$ cat src/rtl/jk_exc_driver_if.sv
// rtl/jk_exc_driver_if.sv - target request, bank feedback and J/K excitation bundle for jk_exc_driver
interface jk_exc_driver_if #(
  parameter int WIDTH = 8
);
  logic             tgt_valid;
  logic             tgt_ready;
  logic [WIDTH-1:0] tgt_data;
  logic [WIDTH-1:0] q_fb;
  logic [WIDTH-1:0] j;
  logic [WIDTH-1:0] k;
  logic             busy;
  logic             done;
  logic             err;

  modport master (
    output tgt_valid, tgt_data, q_fb,
    input  tgt_ready, j, k, busy, done, err
  );

  modport slave (
    input  tgt_valid, tgt_data, q_fb,
    output tgt_ready, j, k, busy, done, err
  );
endinterface

$ cat src/rtl/jk_exc_driver.sv
// rtl/jk_exc_driver.sv - drives J/K excitation toward a target value, verifies the bank and retries on mismatch
// Define JK_EXC_TOGGLE_EN to drive mismatched bits as toggle (J=K=1) instead of set/clear.
module jk_exc_driver #(
  parameter int WIDTH     = 8,
  parameter int MAX_RETRY = 3
) (
  input logic           clk,
  input logic           rst,
  jk_exc_driver_if.slave bus
);
  localparam int RW = (MAX_RETRY < 1) ? 1 : $clog2(MAX_RETRY + 1);

  typedef enum logic [1:0] {IDLE, DRIVE, CHECK} state_t;

  state_t           state, state_n;
  logic [WIDTH-1:0] j_reg, k_reg, j_n, k_n;
  logic [WIDTH-1:0] target_reg, target_n;
  logic [RW-1:0]    retry_cnt, retry_n;
  logic             done_reg, err_reg, done_n, err_n;
  logic [WIDTH-1:0] exc_t, exc_j, exc_k;

  // In IDLE the excitation is computed against the incoming request, otherwise against the latched target
  assign exc_t = (state == IDLE) ? bus.tgt_data : target_reg;

`ifdef JK_EXC_TOGGLE_EN
  assign exc_j = bus.q_fb ^ exc_t;
  assign exc_k = bus.q_fb ^ exc_t;
`else
  assign exc_j = exc_t & ~bus.q_fb;
  assign exc_k = bus.q_fb & ~exc_t;
`endif

  always_ff @(posedge clk or posedge rst) begin
    if (rst) begin
      state      <= IDLE;
      j_reg      <= '0;
      k_reg      <= '0;
      target_reg <= '0;
      retry_cnt  <= '0;
      done_reg   <= 1'b0;
      err_reg    <= 1'b0;
    end else begin
      state      <= state_n;
      j_reg      <= j_n;
      k_reg      <= k_n;
      target_reg <= target_n;
      retry_cnt  <= retry_n;
      done_reg   <= done_n;
      err_reg    <= err_n;
    end
  end

  always_comb begin
    state_n  = state;
    j_n      = '0;
    k_n      = '0;
    target_n = target_reg;
    retry_n  = retry_cnt;
    done_n   = 1'b0;
    err_n    = 1'b0;
    case (state)
      IDLE: begin
        if (bus.tgt_valid) begin
          target_n = bus.tgt_data;
          j_n      = exc_j;
          k_n      = exc_k;
          retry_n  = '0;
          state_n  = DRIVE;
        end
      end
      DRIVE: begin
        state_n = CHECK;
      end
      CHECK: begin
        if (bus.q_fb == target_reg) begin
          done_n  = 1'b1;
          state_n = IDLE;
        end else if (retry_cnt < RW'(MAX_RETRY)) begin
          retry_n = retry_cnt + RW'(1);
          j_n     = exc_j;
          k_n     = exc_k;
          state_n = DRIVE;
        end else begin
          err_n   = 1'b1;
          state_n = IDLE;
        end
      end
      default: begin
        state_n = IDLE;
      end
    endcase
  end

  assign bus.tgt_ready = (state == IDLE);
  assign bus.busy      = (state != IDLE);
  assign bus.j         = j_reg;
  assign bus.k         = k_reg;
  assign bus.done      = done_reg;
  assign bus.err       = err_reg;
endmodule

$ cat src/flat_wrapper.sv
// flat-port wrapper written by rule: the top's interface ports become plain ports
module jk_exc_driver_flat 
#(
  parameter int WIDTH     = 8,
  parameter int MAX_RETRY = 3
)
  (clk, rst, bus_tgt_valid, bus_tgt_data, bus_q_fb, bus_tgt_ready, bus_j, bus_k, bus_busy, bus_done, bus_err);
  jk_exc_driver_if #(.WIDTH(WIDTH)) bus_i ();
  input logic clk;
  input logic rst;
  input wire logic [$bits(bus_i.tgt_valid)-1:0] bus_tgt_valid;
  input wire logic [$bits(bus_i.tgt_data)-1:0] bus_tgt_data;
  input wire logic [$bits(bus_i.q_fb)-1:0] bus_q_fb;
  output wire logic [$bits(bus_i.tgt_ready)-1:0] bus_tgt_ready;
  output wire logic [$bits(bus_i.j)-1:0] bus_j;
  output wire logic [$bits(bus_i.k)-1:0] bus_k;
  output wire logic [$bits(bus_i.busy)-1:0] bus_busy;
  output wire logic [$bits(bus_i.done)-1:0] bus_done;
  output wire logic [$bits(bus_i.err)-1:0] bus_err;
  assign bus_i.tgt_valid = bus_tgt_valid;
  assign bus_i.tgt_data = bus_tgt_data;
  assign bus_i.q_fb = bus_q_fb;
  assign bus_tgt_ready = bus_i.tgt_ready;
  assign bus_j = bus_i.j;
  assign bus_k = bus_i.k;
  assign bus_busy = bus_i.busy;
  assign bus_done = bus_i.done;
  assign bus_err = bus_i.err;
  jk_exc_driver #(.WIDTH(WIDTH), .MAX_RETRY(MAX_RETRY)) u_core (.clk(clk), .rst(rst), .bus(bus_i));
endmodule
$ cat config.mk
export PLATFORM = sky130hd
export DESIGN_NAME = jk_exc_driver_flat
export DESIGN_NICKNAME = d
export VERILOG_FILES = /design/src/rtl/jk_exc_driver_if.sv /design/src/rtl/jk_exc_driver.sv /design/src/flat_wrapper.sv
export SDC_FILE = /design/constraint.sdc
export NUM_CORES = 1
export LEC_CHECK = 0
export ABC_AREA = 0
export CELL_PAD_IN_SITES_DETAIL_PLACEMENT = 0
export CELL_PAD_IN_SITES_GLOBAL_PLACEMENT = 2
export CORE_MARGIN = 2
export CORE_UTILIZATION = 31
export CTS_BUF_LIST = sky130_fd_sc_hd__clkbuf_4
export CTS_CLUSTER_DIAMETER = 200
export CTS_CLUSTER_SIZE = 10
export DETAILED_ROUTE_END_ITERATION = 10
export PLACE_DENSITY = 0.94
export SETUP_SLACK_MARGIN = 0.02
export SLEW_MARGIN = 10
export SYNTH_ARGS = -nofsm -noshare
export SYNTH_HDL_FRONTEND = slang
export SYNTH_SLANG_ARGS = --single-unit
export TNS_END_PERCENT = 10
$ cat constraint.sdc
create_clock -name clk -period 1.87 [get_ports clk]
set_input_delay 0.374 -clock clk [delete_from_list [all_inputs] [get_ports clk]]
set_output_delay 0.374 -clock clk [all_outputs]
set_load 0.02 [all_outputs]
==> results.yml <==
finish:
  num-fill-cells: 355
  final_cell_count_no_fill: 209
  layout-drive-gt1-share_pct: 20.13
  area_growth_syn_to_layout_pct: 46.73
  diodes: 0
  fin_nets: 178
sta:
  fin_worst_skew_ns: 0.009721
  min_period_over_period_pct: 93.77
  worstMarginPinSlew_ns: 0.4155
  hold_viol_final: 0
  fin_crit_ns: 1.753
  tns_ns: 0
  slew_headroom_pct: 72.05
  setup_viol: 0
  fmax_mhz: 570.3
  grt_setup_unrepaired: "false"
  slew_viol_final: 0
  whs_ns: 0.4170
global_routing:
  first_global_vias: 1028
  grt_use_total_pct: 14.35
  grt_max_degree: 31
  grt_overflow: 0
  grt_first_pass_wirelength_mm: 4.816
  antenna_found_initial: 0
synthesis:
  yosysSeqAreaShare_pct: 58.54
  synthCells: 103
  synth_cell_types: 20
  synth_seq_cells: 30
  synth_top_area_share_pct: 58.54
  ys_warn_count: 0
  yosysTopAreaCell: "dfrtp_1"
  avgSynthCellArea_um2: 12.45
  syn_nets: 123
  syn_area_um2: 1282
  yosys-top-cells-area: "dfrtp_1, mux2i_1, mux2_2, xor2_1, a211oi_1"
critical_path:
  critPathLaunchType: "input pin"
  r2r-start: "u_core.target_reg[3]"
  rrSetupSlack_ns: 0.24
  cp.arrival_ns: 1.97
  crit_slowest_cell: "clkdlybuf4s50_1"
  required_ns: 2.09
  path_cells: "clkdlybuf4s50_1, xor2_1, nor4_1, buf_4, a211o_1, buf_12, a211oi_1"
  critical_path_class: "input pin to register"
  reg2reg_to: "u_core.retry_cnt[1]"
  cpPeakStageDelay_ns: 0.51
  reg2regPathDepth: 5
  crit_fanout: 10
  end_kind: "register"
drt:
  drt_iter0_markers: 19
  top_layer_used: "met4"
  viasPerCell: 4.646
  num_vias: 971
  routed_wl_mm: 2.814
  wl_per_cell_um: 13.46
  wl_met3_um: 161
  met1_length_mm: 1.296
  drc: 0
  ant_nets: 0
  met2_length_mm: 1.339
  first_pass_iters: 4
clock_tree:
  ctsLongestPathBuffers: 2
  clock_latency_ns: 0.33
  cts_tree: "built"
  hold_buffers: 0
  clock_sinks: 30
  postCtsSetupRepairBufs: 0
  cts_root_buf: "clkbuf_4"
  htreeDepth: 2
  cts_buffers: 5
  cts.clk_slew.worst_paths_ns: 0.10
floorplan:
  die_w_um: 68.32
  num_rows: 23
  dieArea_um2: 4668
  initial_utilization_pct: 32.06
  die_h_um: 68.32
  core-area_um2: 4000
  ios: 39
job:
  max_cap_violations: 0
pwr:
  p_per_area_nw_per_um2: 1437
  ir_worst_vdd_mv: 0.9587
  p_leak_nw: 0.8676
placed_design:
  hpwl_mm: 2.061
  portBuffers: 38
  gp_congestion: 0.7623
  place_inst: 201
min_path:
  worstHoldPathType: "input pin to async pin"
run_status:
  status: "finished clean"
==> through the flow <==
stage | util [%] | total power [mW] | setup WS [ns] | cell area [um2]
after global placement | 45.57 | 2.313 | -0.1986 | 1823
final | 47.04 | 2.703 | 0.1165 | 1882
after detailed placement | 45.57 | 2.350 | -0.2477 | 1823
after global routing | 47.04 | 2.901 | 0.07338 | 1882
after CTS | 47.04 | 2.735 | 0.1017 | 1882
after floorplan | - | 1.814 | 0.4059 | 1282
==> worst max-delay path by stage <==
stage | startpoint | slack, ns | to
final | bus_q_fb[4] | 0.12 | u_core.bus.j[0]
after global routing | bus_q_fb[4] | 0.07 | u_core.bus.j[1]
after CTS | bus_q_fb[3] | 0.10 | u_core.retry_cnt[1]
after detailed placement | bus_q_fb[3] | -0.25 | u_core.retry_cnt[1]
after global placement | bus_q_fb[3] | -0.20 | u_core.bus.k[5]
after floorplan | u_core.target_reg[7] | 0.41 | u_core.bus.k[0]
==> timing repair <==
| item | in CTS | in global routing |
|---|---|---|
| resized for setup | 4 | 0 |
| hold endpoints to repair | 0 | 0 |
| endpoints found under the setup margin | 2 | 0 |
==> layer usage <==
layer	vias up	track usage, %
met5	-	0
met4	0	3.000
met3	3	5.921
met2	27	22.57
met1	466	18.56
li1	475	-
==> power breakdown <==
part	switching [mW]	leakage, nW	internal, mW	total [mW]
Combinational	0.652	0.444	0.664	1.32
Clock	0.221	0.0331	0.155	0.376
Sequential	0.146	0.391	0.865	1.01
Total	1.02	0.868	1.68	2.70
==> worst max-delay path, delay by kind of cell <==
kind,cells,cell delay (ns)
buffers and inverters,3,0.80
and+or+nand+nor,1,0.08
xor gates and xnor gates,1,0.18
AOI/OAI and AO/OA,2,0.54
==> synth_stat cells (all sizes together) <==
| library cell | instances |
|---|---|
| nor4 | 2 |
| a211o | 1 |
| clkbuf | 1 |
| mux2 | 8 |
| nand2b | 1 |
| nor2b | 2 |
| nand2 | 14 |
| inv | 2 |
| ha | 1 |
| nor2 | 2 |
| mux2i | 10 |
| buf | 4 |
| xor2 | 8 |
| dfrtp | 30 |
| a21oi | 8 |
| and3 | 1 |
| a211oi | 8 |
==> cells by family (layout without fill, tap and decap cells) <==
logic type,after synthesis,in the layout,synth area share [%]
xor+xnor,8,8,5.464
simple gates,22,22,7.610
fa+ha+maj,1,1,0.9755
flops,30,30,58.54
mux,18,18,14.83
buf+inv,7,63,3.707
compound gates,17,17,8.878
==> placed cells by master, fill, tap and decap left out, drive strengths merged, types with 6 or more instances in the layout <==
cell type	count
xor2	8
buf	15
mux2i	10
clkdlybuf4s50	36
a211oi	8
nand2	14
mux2	8
clkbuf	6
a21oi	8
dfrtp	30
==> cell type report <==
| class | instances | area [um2] | share of cell area, % |
|---|---|---|---|
| inverters | 2 | 7.507 | 0.3989 |
| well taps | 50 | 62.56 | 3.324 |
| clock buffers | 6 | 45.04 | 2.394 |
| flip-flops and latches | 30 | 750.7 | 39.89 |
| multi-input cells | 66 | 491.7 | 26.13 |
| repair buffers | 53 | 515.5 | 27.39 |
| clock inverters | 2 | 8.758 | 0.4654 |
Note: power is estimated with default switching activity, not from simulation.
